===== src/rtl/wb_pkg.sv =====
// Shared Wishbone arbiter constants: bus widths and FSM state encodings.
package wb_pkg;

    localparam int unsigned ADR_W = 32;
    localparam int unsigned DAT_W = 32;
    localparam int unsigned SEL_W = 4;

    // Arbiter FSM states
    localparam logic [1:0] StIdle   = 2'd0;
    localparam logic [1:0] StGrant0 = 2'd1;
    localparam logic [1:0] StGrant1 = 2'd2;

endpackage


===== src/rtl/wb_outstanding_counter.sv =====
// Saturating up/down counter of accepted-but-unacknowledged requests, with a limit flag.
module wb_outstanding_counter #(
    parameter int unsigned MAX_OUTSTANDING = 4,
    parameter int unsigned CNT_W           = 4
) (
    input  logic clk_i,
    input  logic rst_i,
    input  logic clr_i,
    input  logic inc_i,
    input  logic dec_i,
    output logic limit_o
);

    localparam logic [CNT_W-1:0] MaxCnt = CNT_W'(MAX_OUTSTANDING);

    logic [CNT_W-1:0] cnt_q, cnt_d;
    logic             inc_ok, dec_ok;

    // Next count: clear wins; increments stop at the limit and an ack at zero is ignored
    always_comb begin
        inc_ok = inc_i & (cnt_q != MaxCnt);
        dec_ok = dec_i & (cnt_q != '0);
        cnt_d  = cnt_q;
        if (clr_i) begin
            cnt_d = '0;
        end else if (inc_ok && !dec_ok) begin
            cnt_d = cnt_q + 1'b1;
        end else if (dec_ok && !inc_ok) begin
            cnt_d = cnt_q - 1'b1;
        end
    end

    // Counter register
    always_ff @(posedge clk_i or posedge rst_i) begin
        if (rst_i) begin
            cnt_q <= '0;
        end else begin
            cnt_q <= cnt_d;
        end
    end

    assign limit_o = (cnt_q == MaxCnt);

endmodule


===== src/rtl/wb_arbiter_2m.sv =====
// Two-master round-robin arbiter for one pipelined Wishbone B4 slave, locked per bus cycle,
// with a cap on outstanding requests.
module wb_arbiter_2m
    import wb_pkg::*;
#(
    parameter int unsigned MAX_OUTSTANDING = 4,
    parameter int unsigned CNT_W           = 4
) (
    input  logic             clk_i,
    input  logic             rst_i,

    input  logic [ADR_W-1:0] m0_wb_adr_i,
    input  logic [DAT_W-1:0] m0_wb_dat_i,
    output logic [DAT_W-1:0] m0_wb_dat_o,
    input  logic             m0_wb_we_i,
    input  logic [SEL_W-1:0] m0_wb_sel_i,
    input  logic             m0_wb_stb_i,
    input  logic             m0_wb_cyc_i,
    output logic             m0_wb_ack_o,
    output logic             m0_wb_stall_o,

    input  logic [ADR_W-1:0] m1_wb_adr_i,
    input  logic [DAT_W-1:0] m1_wb_dat_i,
    output logic [DAT_W-1:0] m1_wb_dat_o,
    input  logic             m1_wb_we_i,
    input  logic [SEL_W-1:0] m1_wb_sel_i,
    input  logic             m1_wb_stb_i,
    input  logic             m1_wb_cyc_i,
    output logic             m1_wb_ack_o,
    output logic             m1_wb_stall_o,

    output logic [ADR_W-1:0] s_wb_adr_o,
    output logic [DAT_W-1:0] s_wb_dat_o,
    output logic             s_wb_we_o,
    output logic [SEL_W-1:0] s_wb_sel_o,
    output logic             s_wb_stb_o,
    output logic             s_wb_cyc_o,
    input  logic [DAT_W-1:0] s_wb_dat_i,
    input  logic             s_wb_ack_i,
    input  logic             s_wb_stall_i,

    output logic [1:0]       grant_o
);

    logic [1:0] state_q, state_d;
    // 0: m0 was granted last, 1: m1 was granted last
    logic       last_grant_q, last_grant_d;
    logic       release_cyc;
    logic       limit;
    logic       accept;
    logic       cnt_clr;
    logic       cnt_dec;

    // Arbitration and release decisions
    always_comb begin
        state_d      = state_q;
        last_grant_d = last_grant_q;
        release_cyc  = 1'b0;
        case (state_q)
            StIdle: begin
                if (m0_wb_cyc_i && m1_wb_cyc_i) begin
                    state_d = last_grant_q ? StGrant0 : StGrant1;
                end else if (m0_wb_cyc_i) begin
                    state_d = StGrant0;
                end else if (m1_wb_cyc_i) begin
                    state_d = StGrant1;
                end
            end
            StGrant0: begin
                if (!m0_wb_cyc_i) begin
                    state_d      = StIdle;
                    last_grant_d = 1'b0;
                    release_cyc  = 1'b1;
                end
            end
            StGrant1: begin
                if (!m1_wb_cyc_i) begin
                    state_d      = StIdle;
                    last_grant_d = 1'b1;
                    release_cyc  = 1'b1;
                end
            end
            default: state_d = StIdle;
        endcase
    end

    // FSM and round-robin history registers
    always_ff @(posedge clk_i or posedge rst_i) begin
        if (rst_i) begin
            state_q      <= StIdle;
            last_grant_q <= 1'b1;
        end else begin
            state_q      <= state_d;
            last_grant_q <= last_grant_d;
        end
    end

    // Request/response routing for the granted master; the other master is held off
    always_comb begin
        s_wb_adr_o    = '0;
        s_wb_dat_o    = '0;
        s_wb_we_o     = 1'b0;
        s_wb_sel_o    = '0;
        s_wb_stb_o    = 1'b0;
        s_wb_cyc_o    = 1'b0;
        m0_wb_dat_o   = '0;
        m0_wb_ack_o   = 1'b0;
        m0_wb_stall_o = 1'b1;
        m1_wb_dat_o   = '0;
        m1_wb_ack_o   = 1'b0;
        m1_wb_stall_o = 1'b1;
        grant_o       = 2'b00;
        case (state_q)
            StGrant0: begin
                grant_o       = 2'b01;
                s_wb_adr_o    = m0_wb_adr_i;
                s_wb_dat_o    = m0_wb_dat_i;
                s_wb_we_o     = m0_wb_we_i;
                s_wb_sel_o    = m0_wb_sel_i;
                s_wb_cyc_o    = m0_wb_cyc_i;
                s_wb_stb_o    = m0_wb_stb_i & ~limit;
                m0_wb_stall_o = s_wb_stall_i | limit;
                m0_wb_ack_o   = s_wb_ack_i;
                m0_wb_dat_o   = s_wb_dat_i;
            end
            StGrant1: begin
                grant_o       = 2'b10;
                s_wb_adr_o    = m1_wb_adr_i;
                s_wb_dat_o    = m1_wb_dat_i;
                s_wb_we_o     = m1_wb_we_i;
                s_wb_sel_o    = m1_wb_sel_i;
                s_wb_cyc_o    = m1_wb_cyc_i;
                s_wb_stb_o    = m1_wb_stb_i & ~limit;
                m1_wb_stall_o = s_wb_stall_i | limit;
                m1_wb_ack_o   = s_wb_ack_i;
                m1_wb_dat_o   = s_wb_dat_i;
            end
            default: ;
        endcase
    end

    // Acks seen in IDLE belong to an aborted cycle and must not touch the count
    always_comb begin
        accept  = s_wb_stb_o & ~s_wb_stall_i;
        cnt_dec = s_wb_ack_i & (state_q != StIdle);
        cnt_clr = release_cyc | (state_q == StIdle);
    end

    wb_outstanding_counter #(
        .MAX_OUTSTANDING (MAX_OUTSTANDING),
        .CNT_W           (CNT_W)
    ) u_cnt (
        .clk_i   (clk_i),
        .rst_i   (rst_i),
        .clr_i   (cnt_clr),
        .inc_i   (accept),
        .dec_i   (cnt_dec),
        .limit_o (limit)
    );

endmodule


===== config.mk =====
export PLATFORM = sky130hd
export DESIGN_NAME = wb_arbiter_2m
export DESIGN_NICKNAME = d
export VERILOG_FILES = /design/src/rtl/wb_pkg.sv /design/src/rtl/wb_outstanding_counter.sv /design/src/rtl/wb_arbiter_2m.sv
export SDC_FILE = /design/constraint.sdc
export NUM_CORES = 1
export LEC_CHECK = 0
export ABC_AREA = 0
export BUFFER_PORTS_ARGS = -buffer_cell sky130_fd_sc_hd__clkbuf_2
export CAP_MARGIN = 40
export CORE_AREA = 5 5 120 122
export DETAILED_ROUTE_END_ITERATION = 12
export DIE_AREA = 0 0 125 127
export PLACE_DENSITY = 0.52
export SLEW_MARGIN = 15
export SYNTH_ARGS = -nofsm -noshare
export SYNTH_HDL_FRONTEND = slang
export SYNTH_SLANG_ARGS = --single-unit
export TNS_END_PERCENT = 30

===== constraint.sdc =====
create_clock -name clk_i -period 2.98 [get_ports clk_i]
set_input_delay 0.149 -clock clk_i [delete_from_list [all_inputs] [get_ports clk_i]]
set_output_delay 0.149 -clock clk_i [all_outputs]
set_load 0.03 [all_outputs]

# --- Yosys cells after proc, flatten, opt, wreduce, memory -nomap -nowiden ---
# Cells that the tools add are included.
word_totals:
  n_memories: 0
  latchBits: 0
  romBits: 0
  output_inout_bits: 141
  regBits: 7
  word_cells: 63
  ram_bits: 0
classes:
  magnitude_cmp: 0
  n_mul: 0
  n_eq_ne: 7
  muxes: 29
  shift: 0
  div: 0
  n_reduce_logical: 12
  bitwise: 10
  n_addsub: 2
op_table:
  columns: ["op", "count"]
  rows:
  - ["case mux 32 bit (2 select lines)", 2]
  - ["2-to-1 mux 32 bit", 2]
  - ["2-to-1 mux 2 bit", 6]
  - ["2-to-1 mux 4 bit", 3]
  - ["case mux 1 bit (2 select lines)", 5]
  - ["2-to-1 mux 1 bit", 8]
  - ["case mux 4 bit (2 select lines)", 1]
  - ["bitwise AND 1 bit", 6]
  - ["case mux 2 bit (3 select lines)", 1]
  - ["AND reduction 3 bit", 2]
  - ["adder 4 x 1 -> 4 bit (second input constant)", 1]
  - ["equality test 4 x 3 -> 1 bit (second input constant)", 1]
  - ["inequality test 2 bit (second input constant)", 2]
  - ["inequality test 4 x 3 -> 1 bit (second input constant)", 1]
  - ["inequality test 4 bit (second input constant)", 1]
  - ["case mux 2 bit (2 select lines)", 1]
  - ["nonzero test 2 bit", 2]
  - ["nonzero test 4 bit", 1]
  - ["subtractor 4 x 1 -> 4 bit (second input constant)", 1]
  - ["logical AND 1 bit", 3]
  - ["nonzero test 3 bit", 1]
  - ["equality test 2 x 1 -> 1 bit (second input constant)", 1]
  - ["equality test 2 bit (second input constant)", 1]
  - ["zero test 1 bit", 2]
  - ["other kinds (3)", 5]

# --- Longest topological paths before layout ---
depth:
  ltp_word: 11
  ltp_mapped: 12
  mapped_depth_nobuf: 11

# --- Hierarchy ---
# From an unflattened synthesis, not the netlist that was laid out.
hier_totals:
  hier_cells: 311
  hier_area_um2: 2120.8
by_module_without_submodules:
  columns: ["module", "seq_area_each_um2", "area_each_um2", "cells_per_inst", "instances"]
  rows:
  - ["wb_arbiter_2m", 76.3, 1731.7, 272, 1]
  - ["wb_outstanding_counter", 100.1, 389.1, 39, 1]

# --- Least setup slack after synthesis ---
# Ideal clock, no wire load.
synth_timing:
  path_kind: "register to register"
  from: "register state_q[0]"
  to: "register u_cnt.cnt_q[3]"
  setup_slack_ns: 0.363
  path_stages_with_launch: 13
  setup_time_ns: 0.124
  t_required_ns: 2.856
  t_arrival_ns: 2.493
  path_buffers: 1
  cell_sequence: "dfrtp_1 inv_1 ha_1 buf_6 mux2_4 and4bb_4 nand2_1 ha_1 a21o_1 a21oi_1 or3b_1 a21oi_1 nor3b_2"
synth_between:
  elab_chain_len: 7
synth_rtl:
  columns: ["element", "line_no", "source"]
  rows:
  - ["start, declared", "wb_arbiter_2m.sv:45", "logic [1:0] state_q, state_d;"]
  - ["start signal, assigned", "wb_arbiter_2m.sv:90", "state_q <= StIdle;"]
  - ["start signal, assigned", "wb_arbiter_2m.sv:93", "state_q <= state_d;"]
  - ["equality test 2 bit, or another cell as far along", "wb_arbiter_2m.sv:59, wb_arbiter_2m.sv:113", null]
  - ["case mux 1 bit (2 select lines) / bitwise AND 1 bit (equally long branches)", "wb_arbiter_2m.sv:113, wb_arbiter_2m.sv:145", null]
  - ["bitwise AND 1 bit (on tied branches)", "wb_arbiter_2m.sv:144, wb_outstanding_counter.sv:22", null]
  - ["bitwise AND 1 bit / zero test 1 bit (equally long branches)", "wb_outstanding_counter.sv:21, wb_outstanding_counter.sv:26", null]
  - ["logical AND 1 bit / zero test 1 bit (equally long branches)", "wb_outstanding_counter.sv:26, wb_outstanding_counter.sv:28", null]
  - ["2-to-1 mux 4 bit / logical AND 1 bit (equally long branches)", "wb_outstanding_counter.sv:26, wb_outstanding_counter.sv:28", null]
  - ["2-to-1 mux 4 bit / nonzero test 3 bit (equally long branches)", null, null]
  - ["end signal, assigned", "wb_outstanding_counter.sv:38", "cnt_q <= cnt_d;"]
  - ["end, declared", "wb_outstanding_counter.sv:16", "logic [CNT_W-1:0] cnt_q, cnt_d;"]
# Parallel ways exist; a longest one is shown, timed or not.
# A chain may end at the register's enable or synchronous reset.

# --- Worst setup path after layout ---
# Ends and elaborated chain as after synthesis.

==> key figures <==
Outcome
  – Status: finished, final reports clean

Floorplanning
  – Starting Density: 16.2%
  – Row cnt: 42
  – Die width: 125 um
  – Die area: roughly 16000 sq um
  – Core box area: 13100 sq um
  – # IOs: between 300 and 400
  – DIE HEIGHT: 127 um

Timing
  – Final hold vios: 0
  – Final Critical Period: 2.71 ns
  – RSZ-0062 raised after global routing: false
  – Final setup fails: 0
  – Worst Max-Slew Pin Slew: 0.755 ns
  – Fin crit share: 90.8%
  – Setup TNS: 0 ns
  – Final worst setup slack: 0.275 ns
  – Slew Limit Fails: 0
  – Clock Skews: 0.00108 ns
  – Max Clock Freq: 0.370 GHz
  – Relative slew slack: between 40 and 50%

Synth
  – Post-synthesis adder-cell area fraction: 5.06%
  – FF+latch count, synth: 7
  – Synth cell types: 33
  – Syn Nets: 491
  – Mapped Area: 2120 sq um
  – Seq/Total Area, Yosys: 8.30%
  – Mean Syn Cell Area: 6.97 sq um
  – Simple-gate area share of the yosys netlist: 47.8%
  – Multiplexer area fraction after synthesis: 1.18%
  – Post-Synthesis Cells: slightly above 300
  – Largest family of logic cells by synthesized area: simple AND/OR/NAND/NOR gates
  – XOR/XNOR Fraction of Synth Area: 1.18%
  – Synth Area in Compound Gates: between 20% and 30%
  – Yosys synthesis warning count: 0
  – Top_reg_cell synth: dfrtp_1
  – Post-synth ARST share: 100%
  – Post-synth EDFFs: 0

Clock tree
  – Largest buffer count on any clock path: 2
  – Sinks on Clock Net: 7
  – Root buffer cell: clkbuf_16
  – CTS Buf Count: 3
  – CTS resizes: 0
  – Worst skew pair latency: 0.23 ns
  – Hold-fix buffers, CTS: 1
  – Htree depth: 1
  – Post-CTS setup buffer count: 0
  – Clock slew at reported path FFs: 0.04 ns
  – CTS tree: yes

Worst hold path
  – Hold WC Path Type: in2reg
  – Worst Hold Depth: 4
  – HP Start: m1_wb_cyc_i

Placed design
  – Final RePlAce weighted congestion: about 0.83
  – Dpl ws: 0.259 ns
  – # placed instances: 772
  – IO buf count: approximately 320
  – Post-DP HPWL: 11100 um
  – Placed Area: 3870 sq um

Global routing
  – Met1 usage: 18.3%
  – First-pass GRT wire length: 19000 um
  – Largest net degree at the start of global routing: 73
  – Initial antenna violation count: 0
  – Overflow after GRT: 0
  – GR peak layer: met2
  – GRT Util Overall: ~15%
  – Met3 GRT Util: 3.51%
  – Vias in the first global route: around 3400
  – GRT met2 Usage: 26.6%

Routing
  – Antenna Nets Post-Route: 0
  – DRT Pass-1 Iters: 5
  – WL/cell: about 17 um
  – DR vias: 3373
  – Vias per std cell: 4.34
  – Total wire length: 13100 um
  – DRC violations left: 0
  – Initial DRC count: 166

Finish
  – Design Area, Final: approximately 4000 sq um
  – Most frequent cells in the layout: 318 x clkbuf_2, 70 x a22oi_1, 69 x nor2b_1
  – Final Instance Count excl. Fillers: 777
  – Fin nets: 788
  – Area growth from synthesis to layout: 86.5%
  – # diodes: 0
  – Most common cell after layout, fill and taps aside: clkbuf_2
  – Share of cells above drive strength 1: 55.9%

Setup path
  – Crit path DAT: 2.82 ns
  – WS Path Type: reg2reg
  – R2r startpoint: state_q[0]$_DFFE_PP0P_
  – Crit path max fanout: 4
  – Critical Path RT: 3.10 ns
  – R2R cell count: 11
  – Crit. Startpoint: state_q[0]$_DFFE_PP0P_
  – CP endpoint kind: register
  – Nature of the critical path startpoint: register

Pwr
  – Net Sw Frac: 61.7%
  – Pleak: 2.14 nW
  – Total power: roughly 4.2 mW
  – Combinational Power Share: 89.6%
  – Internal: 1.61 mW
  – Power per cell area: between 1000 and 1500 nW/um^2
  – Peak supply drop: 0.563 mV
  – Clock group share of total power: about 5.6%
  – Part of the power in registers: 4.8%
  – Switching power: 2.59 mW

Job
  – Max-cap violations: 0
metrics by stage:
stage | hold slack [ns] | utilization, %
6_report | 0.242 | 30.3
5_1_grt | 0.268 | 30.3
4_1_cts | 0.241 | 30.3
3_5_place_dp | 0.102 | 29.6
3_3_place_gp | 0.101 | 29.6
2_1_floorplan | -0.0483 | -
layout make-up:
cell class / instances / area, sq um
sequential: 7 / 176
inverter: 9 / 33.8
clock buffer: 4 / 78.8
tap: 176 / 220
timing repair buffer: 324 / 1650
multi-input combinational: 257 / 1800
fill: 1479 / 9120
power groups by stage:
stage / Clock, mW / Combinational (mW) / Sequential, mW
after CTS: 0.235 / 3.82 / 0.202
after global routing: 0.249 / 4.04 / 0.206
after global placement: 0 / 3.83 / 0.197
after detailed placement: 0 / 3.80 / 0.199
final: 0.234 / 3.76 / 0.202
after floorplan: 0 / 2.74 / 0.183
final timing paths:
kind                                              end  slack, ns
max reg2reg                u_cnt.cnt_q[3]$_DFFE_PP0P_       0.27
min reg2reg                  last_grant_q$_DFFE_PP1P_       0.52
min                          last_grant_q$_DFFE_PP1P_       0.24
min in group asynchronous  u_cnt.cnt_q[2]$_DFFE_PP0P_       0.40
max in group asynchronous    last_grant_q$_DFFE_PP1P_       2.29
max                        u_cnt.cnt_q[3]$_DFFE_PP0P_       0.27
registers in the layout, summed over array words and instances, names as in the netlist:
| signal | flops |
|---|---|
| u_cnt.cnt_q | 4 |
| state_q | 2 |
| last_grant_q | 1 |
critical path, cell delays in order, from the launching register on:
cell,delay [ns]
dfrtp_1,0.42
inv_1,0.15
ha_2,0.21
mux2_4,0.30
and4bb_4,0.22
nand2_1,0.11
ha_1,0.24
a21o_1,0.17
a21oi_1,0.15
or3b_1,0.39
a21oi_1,0.17
nor3b_2,0.06
cells by family (layout without fill, tap and decap cells):
group	count (synthesis)	count (layout)
flops	7	7
compound gates	84	84
buf+inv	41	337
mux	2	2
xor+xnor	2	2
fa+ha+maj	8	8
simple gates	161	161
per-layer routing:
metal,vias up,share of wire [%],wire (um)
li1,1653,-,-
met1,1503,41,5390
met2,211,49,6450
met3,6,8.8,1150
met4,0,0.67,88
met5,-,0,0
Yosys cell counts (2+ instances only):
library cell	number	share of area (%)
o21ai_0	4	0.94
a21o_1	2	0.71
and2_1	68	20
a21oi_1	5	1.2
nor2_1	7	1.2
clkbuf_1	30	5.3
nor2b_1	69	20
dfrtp_1	6	7.1
a22oi_1	70	25
nand3_1	2	0.47
ha_1	7	4.1
nand2_1	6	1.1
inv_1	9	1.6
No activity file was read; power rests on OpenSTA's default activity.
